## src/rtl/receiver.sv

```systemverilog
// UART 8N1 receiver: two-flop synchronizer, 16x oversampling divider and a
// frame FSM that samples every bit at its centre and reports framing errors.
`timescale 1ns/1ps

package definitions_pkg;
    parameter int CLOCK_RATE = 50_000_000;
    parameter int BAUD_RATE  = 115_200;
endpackage

module receiver #(
    parameter int CLOCK_RATE = definitions_pkg::CLOCK_RATE,
    parameter int BAUD_RATE  = definitions_pkg::BAUD_RATE,
    parameter int OVERSAMPLE = 16
) (
    input  logic       clk,
    input  logic       rst,
    input  logic       enabled,
    input  logic       in,
    output logic [7:0] data,
    output logic       valid,
    output logic       busy,
    output logic       frame_error
);

    localparam int DIV = CLOCK_RATE / (BAUD_RATE * OVERSAMPLE);
    localparam int TW  = (DIV > 1) ? $clog2(DIV) : 1;
    localparam int SW  = $clog2(OVERSAMPLE);

    localparam logic [TW-1:0] TCNT_MAX = TW'(DIV - 1);
    localparam logic [SW-1:0] SCNT_MAX = SW'(OVERSAMPLE - 1);
    localparam logic [SW-1:0] SCNT_MID = SW'(OVERSAMPLE / 2 - 1);

    if (DIV < 2) begin : g_bad_div
        $error("receiver: CLOCK_RATE / (BAUD_RATE * OVERSAMPLE) must be at least 2");
    end
    if ((OVERSAMPLE < 4) || ((OVERSAMPLE % 2) != 0)) begin : g_bad_oversample
        $error("receiver: OVERSAMPLE must be even and at least 4");
    end

    typedef enum logic [2:0] {
        S_IDLE  = 3'd0,
        S_START = 3'd1,
        S_DATA  = 3'd2,
        S_STOP  = 3'd3,
        S_BREAK = 3'd4
    } state_t;

    logic [1:0]    sync_r;
    logic          rx_d_r;
    logic          rx_s;
    logic          fall_s;
    logic          tick_s;
    state_t        state_r;
    logic [TW-1:0] tcnt_r;
    logic [SW-1:0] scnt_r;
    logic [2:0]    bcnt_r;
    logic [7:0]    shreg_r;
    logic [7:0]    data_r;
    logic          valid_r;
    logic          busy_r;
    logic          frame_error_r;

    assign rx_s   = sync_r[1];
    assign fall_s = (rx_s == 1'b0) && (rx_d_r == 1'b1);
    assign tick_s = (tcnt_r == TCNT_MAX);

    assign data        = data_r;
    assign valid       = valid_r;
    assign busy        = busy_r;
    assign frame_error = frame_error_r;

    // Line synchronizer and edge history; keeps running while the receiver is disabled.
    always_ff @(posedge clk) begin
        if (rst) begin
            sync_r <= 2'b11;
            rx_d_r <= 1'b1;
        end else begin
            sync_r <= {sync_r[0], in};
            rx_d_r <= sync_r[1];
        end
    end

    // Divider, bit counters and frame FSM with registered outputs.
    always_ff @(posedge clk) begin
        if (rst || !enabled) begin
            state_r       <= S_IDLE;
            tcnt_r        <= {TW{1'b0}};
            scnt_r        <= {SW{1'b0}};
            bcnt_r        <= 3'd0;
            shreg_r       <= 8'h00;
            data_r        <= 8'h00;
            valid_r       <= 1'b0;
            busy_r        <= 1'b0;
            frame_error_r <= 1'b0;
        end else begin
            valid_r       <= 1'b0;
            frame_error_r <= 1'b0;
            tcnt_r        <= tick_s ? {TW{1'b0}} : tcnt_r + TW'(1);

            case (state_r)
                S_IDLE: begin
                    busy_r <= 1'b0;
                    // Re-phase the divider so the first tick lands DIV clocks after the edge.
                    if (fall_s) begin
                        state_r <= S_START;
                        tcnt_r  <= {TW{1'b0}};
                        scnt_r  <= {SW{1'b0}};
                        bcnt_r  <= 3'd0;
                        busy_r  <= 1'b1;
                    end
                end
                S_START: begin
                    if (tick_s) begin
                        if (scnt_r == SCNT_MID) begin
                            if (rx_s) begin
                                state_r <= S_IDLE;
                                busy_r  <= 1'b0;
                            end else begin
                                scnt_r  <= {SW{1'b0}};
                                state_r <= S_DATA;
                            end
                        end else begin
                            scnt_r <= scnt_r + SW'(1);
                        end
                    end
                end
                S_DATA: begin
                    if (tick_s) begin
                        if (scnt_r == SCNT_MAX) begin
                            shreg_r <= {rx_s, shreg_r[7:1]};
                            scnt_r  <= {SW{1'b0}};
                            bcnt_r  <= bcnt_r + 3'd1;
                            if (bcnt_r == 3'd7) begin
                                state_r <= S_STOP;
                            end
                        end else begin
                            scnt_r <= scnt_r + SW'(1);
                        end
                    end
                end
                S_STOP: begin
                    // Leave at mid stop bit so a start edge right after it is not missed.
                    if (tick_s) begin
                        if (scnt_r == SCNT_MAX) begin
                            if (rx_s) begin
                                data_r  <= shreg_r;
                                valid_r <= 1'b1;
                                busy_r  <= 1'b0;
                                state_r <= S_IDLE;
                            end else begin
                                frame_error_r <= 1'b1;
                                state_r       <= S_BREAK;
                            end
                        end else begin
                            scnt_r <= scnt_r + SW'(1);
                        end
                    end
                end
                S_BREAK: begin
                    busy_r <= 1'b1;
                    if (rx_s) begin
                        busy_r  <= 1'b0;
                        state_r <= S_IDLE;
                    end
                end
                default: begin
                    state_r <= S_IDLE;
                    busy_r  <= 1'b0;
                end
            endcase
        end
    end

endmodule

```

## config.mk

```make
export PLATFORM = sky130hd
export DESIGN_NAME = receiver
export DESIGN_NICKNAME = d
export VERILOG_FILES = /design/src/rtl/receiver.sv
export SDC_FILE = /design/constraint.sdc
export NUM_CORES = 1
export LEC_CHECK = 0
export ABC_CLOCK_PERIOD_IN_PS = 2100
export BUFFER_PORTS_ARGS = -buffer_cell sky130_fd_sc_hd__buf_2
export CAP_MARGIN = 5
export CORE_MARGIN = 10
export CORE_UTILIZATION = 28
export CTS_BUF_LIST = sky130_fd_sc_hd__clkbuf_16
export DETAILED_ROUTE_END_ITERATION = 16
export PLACE_DENSITY = 0.47
export SLEW_MARGIN = 0
export SYNTH_ARGS = -nofsm -noshare
export SYNTH_HDL_FRONTEND = slang
export SYNTH_SLANG_ARGS = --single-unit
```

## constraint.sdc

```tcl
create_clock -name clk -period 2.1 [get_ports clk]
set_input_delay 0.315 -clock clk [delete_from_list [all_inputs] [get_ports clk]]
set_output_delay 0.315 -clock clk [all_outputs]
set_load 0.1 [all_outputs]
```

# Word level (Yosys, flattened, before mapping)
# Cells that the tools add are included.
classes:
  add_sub_neg: 3
  n_eq_ne: 19
  muxes: 37
  bitwise_logic: 5
  n_reduce_logical: 13
op_table:
  columns: ["cell", "count"]
  rows:
  - ["$mux 3", 13]
  - ["$mux 4", 8]
  - ["$ne 2x2->1 const B", 10]
  - ["$pmux 4 s4", 1]
  - ["$mux 5", 3]
  - ["$pmux 3 s5", 1]
  - ["$reduce_and 9->1", 1]
  - ["$mux 1", 8]
  - ["$reduce_and 4->1", 2]
  - ["$reduce_and 7->1", 1]
  - ["$eq 3x2->1 const B", 2]
  - ["$eq 3x3->1 const B", 2]
  - ["$pmux 3 s2", 1]
  - ["$add 5x1->5 const B", 1]
  - ["$eq 5x5->1 const B", 1]
  - ["$not 1->1", 5]
  - ["$pmux 1 s5", 1]
  - ["$reduce_and 5->1", 1]
  - ["$add 4x1->4 const B", 1]
  - ["$eq 4x3->1 const B", 1]
  - ["$eq 4x4->1 const B", 1]
  - ["$reduce_bool 4->1", 1]
  - ["$reduce_or 4->1", 1]
  - ["$add 3x1->3 const B", 1]
  - ["other kinds (9)", 9]
word_totals:
  ff_bits: 37
  inputBits: 4
  output_inout_bits: 11
  wordCells: 88

# Depth between registers and ports, before layout
depth:
  ltp_word: 5
  ltp_mapped: 8
  mapped_depth_nobuf: 6

# Worst setup path before layout
# OpenSTA, ideal clock, no wires.
synth_timing:
  path_type: "register -> register"
  from: "register tcnt_r[0]"
  to: "register scnt_r[2]"
  setup_time_ps: 122
  t_arrival_ps: 1603
  required_ps: 1978
  path_slack_ps: 375
  path_stages_with_launch: 8
  n_path_buf: 1
  synth_period_minus_slack_ps: 1725
  cell_sequence: "dfxtp_1 -> inv_1 -> ha_1 -> and4b_1 -> buf_6 -> mux2i_4 -> or3_4 -> a311o_1"
synth_via:
  elab_chain_len: 3
  elab_cells_between_ends: 5
  cone_classes: "eq/ne (4); reduce/logical (1)"
synth_lines:
  columns: ["item", "line_no", "source"]
  rows:
  - ["start, declared", "54", "logic [TW-1:0] tcnt_r;"]
  - ["start signal, assigned", "87", "tcnt_r <= {TW{1'b0}};"]
  - ["start signal, assigned", "98", "tcnt_r <= tick_s ? {TW{1'b0}} : tcnt_r + TW'(1);"]
  - ["start signal, assigned", "106", "tcnt_r <= {TW{1'b0}};"]
  - ["$eq 5x5->1 *", "65", "assign tick_s = (tcnt_r == TCNT_MAX);"]
  - ["$ne 2x2->1 (no source line)", null, null]
  - ["$reduce_and 7->1 (no source line) *", null, null]
  - ["end signal, assigned", "88", "scnt_r <= {SW{1'b0}};"]
  - ["end signal, assigned", "107", "scnt_r <= {SW{1'b0}};"]
  - ["end signal, assigned", "119", "scnt_r <= {SW{1'b0}};"]
  - ["end, declared", "55", "logic [SW-1:0] scnt_r;"]
# Mark *: on every way between the ends. The rest lies on a longest branch, timed or not.
# A chain may end at the register's enable or synchronous reset.

# Worst setup path after layout
layout_timing:
  from: "register state_r[1]"
  to: "register scnt_r[2]"
layout_via:
  elab_chain_len: 3
  elab_cells_between_ends: 13
  cone_classes: "eq/ne (9); mux (1); reduce/logical (3)"
layout_lines:
  columns: ["item", "line_no", "source"]
  rows:
  - ["start, declared", "53", "state_t state_r;"]
  - ["start signal, assigned", "86", "state_r <= S_IDLE;"]
  - ["start signal, assigned", "105", "state_r <= S_START;"]
  - ["start signal, assigned", "116", "state_r <= S_IDLE;"]
  - ["$eq 3x1->1 (tied with other cells)", "100", "case (state_r)"]
  - ["$ne 3x3->1 (no source line) (tied with other cells)", null, null]
  - ["$reduce_and 7->1 (no source line)", null, null]
  - ["end signal, assigned", "107", null]
  - ["end signal, assigned", "119", null]
  - ["end signal, assigned", "123", "scnt_r <= scnt_r + SW'(1);"]
# Parallel ways exist; a longest one is shown, timed or not.

==> impl_results.md <==
* Die width at 96.7 um
* Initial Util at 29.4%
* Place WS at 0.283 ns
* Setup Buffers After CTS at 0
* Most common cell in the synthesized netlist: dfxtp_1
* Warnings from Yosys at 0
* CTS buffer count at 5
* Core footprint at 5610 um^2
* Clk_lat worst skew at 0.28 ns
* Pwr/cell area at 804 nW/um^2
* Clock buffer depth at 2
* Synth top area cells: dfxtp_1 45%, mux2i_1 7.9%, nand3_1 4.6%
* Total Wirelength at 3530 um
* Post-Synthesis Cell Area at 1650 um^2
* Register area at 741 um^2
* Post-route setup TNS at 0 ns
* Worst path top cell family by delay: flip-flops
* Hold WC Path Type: in -> reg
* Max VDD drop at 0.000369 V
* WS Path Type: reg -> reg
* Req. time, crit path at 2.27 ns
* Largest stage delay on the critical path at 0.62 ns
* Hold Fails Final Rpt at 0
* Clk root buf: clkbuf_16
* Die area at 9350 um^2
* GR Overflow Total at 0
* # DRC at 0
* Critical-path top delay cell: dfxtp_1
* Yosys reg bits at 37
* Initial antenna violation count at 0
* Reg-to-reg setup timing slack at 0.27 ns
* Tot GR Track Use at 7.72%
* Wire per inst at 12.9 um
* Fin. max-slew vios at 0
* Post-synthesis cell count at 183
* Hold EP: sync_r[0]$_SDFF_PP1_
* Via count at 1314
* RePlAce Congestion at 0.791
* Crit path capture type: flop
* CTS sink cnt at 37
* Avg Inst Size Synth at 9.00 um^2
* Slew margin rel. at 58.2%
* IO Count at 15
* PostCTS Resize Cnt at 0
* N_diodes at 0
* Port bufs at 14
* Static Leak at 0.748 nW
* FILL cells at 613
* Min Tclk post-route at 1.83 ns
* Num rows at 27
* Worst path arrival time at 2.00 ns
* Footprint of the multi-input gates at 840 um^2
* Share of the synthesized area in the top cell type at 45.0%
* Max-cap viol count at 0
* Max Clock Freq at 0.547 GHz
* First-pass GRT wire length at 6050 um
* Worst slew pin tran at 0.620 ns
* Commonest cells post-synth: 37 x dfxtp_1, 19 x nor2_1, 17 x nand2_1
* Outcome: finished, final reports clean
* RSZ-0062 raised after global routing: false
* Worst-path fanout max at 14
* Hold wc startpoint: in
* Seq/Total Area, Yosys at 45.0%
* Hold_ws at 0.214 ns
* Remaining antenna violation count at 0
* Final setup fails at 0
* Layout cell share with drive strength beyond 1 at 19.4%
* Final net count at 209
* Reg-to-reg endpoint: scnt_r[2]$_SDFFE_PP0P_
* Routed vias/inst at 4.81
* Final HPWL DP at 2540 um
* Drt pass-1 iters at 4
* Hold Path Depth at 2
* Final setup margin at 0.273 ns
* Critical Path Source Type: flop
* H-tree Lvls at 2
* Vias in the first global route at 1227
* Hold-fix buffers, CTS at 0
* Largest area contributor in the netlist: dfxtp_1
* R2R depth at 4
* Area grow syn2layout at 20.0%
* Count of buffer and inverter cells on the critical path at 0
* Clock transition at path regs at 0.05 ns
* Final Cycle Share at 87.0%
* CTS tree: yes
* Reg-to-reg startpoint: state_r[1]$_SDFFE_PP0P_
* Initial DRC Count at 97
* Library cells used by synthesis at 42
* Die Y-Extent at 96.7 um
* Clk_skew at 0.00419 ns
* Largest net degree at the start of global routing at 22
* Post-synth ARST share at 0%
* Post-synth EDFFs at 0
* Cells along the critical path: nor2_2 > mux2i_4 > or3_4 > a311o_1
* Predominant post-synthesis flop cell: dfxtp_1
* Post-Syn Nets at 192
==> registers in the layout (all words and copies together), names as in the netlist <==
signal	cells
bcnt_r	3
busy	1
data	8
frame_error	1
rx_d_r	1
scnt_r	4
shreg_r	8
state_r	3
sync_r	2
tcnt_r	5
valid	1
==> power breakdown <==
part           total (mW)  switching (mW)  internal (mW)
logic              0.0523          0.0327         0.0196
clock network       0.827           0.276          0.551
registers           0.712         0.00500          0.707
total                1.59           0.313           1.28
==> cell usage in the layout, fill, tap and decap left out, drive strengths merged, types with 2 or more instances in the layout <==
cell type	instances
dfxtp	37
buf	23
nor2	20
nand2	17
nand3	15
mux2i	14
o21ai	13
or2	5
a21oi	5
ha	5
clkbuf	5
nand2b	4
inv	3
xnor2	3
nor4	2
o311ai	2
and3	2
nor3	2
xor2	2
nor2b	2
==> final cells by class <==
cell class                      instances  share of cell area [%]
Timing Repair Buffer                   23                    6.96
Clock inverter                          3                    1.90
Inverter                                2                   0.380
Tap cell                               72                    4.55
Clock buffer                            5                    6.33
Multi-Input combinational cell        131                    42.4
Sequential cell                        37                    37.4
==> through the flow <==
stage / util (%) / cell area [um^2] / total power, mW / instances
2_1_floorplan: - / 1650 / 0.764 / 183
3_3_place_gp: 32.4 / 1820 / 0.780 / 265
3_5_place_dp: 32.4 / 1820 / 0.780 / 265
4_1_cts: 35.3 / 1980 / 1.62 / 273
5_1_grt: 35.3 / 1980 / 1.65 / 273
6_report: 35.3 / 1980 / 1.59 / 273
==> layer usage <==
| metal | share of wire [%] | vias to the layer above | global-route usage, % | routed length, um |
|---|---|---|---|---|
| met5 | 0 | - | 0 | 0 |
| met4 | 2.6 | 0 | 4.74 | 93 |
| met3 | 2.8 | 6 | 1.99 | 100 |
| met2 | 42 | 13 | 10.5 | 1500 |
| met1 | 52 | 621 | 10.5 | 1840 |
| li1 | - | 674 | - | - |
==> kinds of logic (layout without fill, tap and decap cells) <==
family	Yosys count	count (layout)	synth area share (%)
AND/OR/NAND/NOR	77	77	23.6
flip-flops	37	37	45.0
AO/OA/AOI/OAI	30	30	11.5
buffers and inverters	15	33	4.25
multiplexers	14	14	9.26
adder cells (fa/ha/maj)	5	5	3.80
XOR/XNOR	5	5	2.66
==> worst max-delay path by stage <==
| stage | start | end | slack (ns) | cells past startpoint |
|---|---|---|---|---|
| 2_1_floorplan | tcnt_r[0]$_SDFF_PP0_ | scnt_r[2]$_SDFFE_PP0P_ | 0.38 | 7 |
| 3_3_place_gp | state_r[1]$_SDFFE_PP0P_ | scnt_r[2]$_SDFFE_PP0P_ | 0.32 | 4 |
| 3_5_place_dp | state_r[1]$_SDFFE_PP0P_ | scnt_r[2]$_SDFFE_PP0P_ | 0.28 | 4 |
| 4_1_cts | state_r[1]$_SDFFE_PP0P_ | scnt_r[2]$_SDFFE_PP0P_ | 0.28 | 4 |
| 5_1_grt | state_r[1]$_SDFFE_PP0P_ | scnt_r[2]$_SDFFE_PP0P_ | 0.19 | 4 |
| 6_report | state_r[1]$_SDFFE_PP0P_ | scnt_r[2]$_SDFFE_PP0P_ | 0.27 | 4 |
Note: power is estimated with default switching activity, not from simulation.
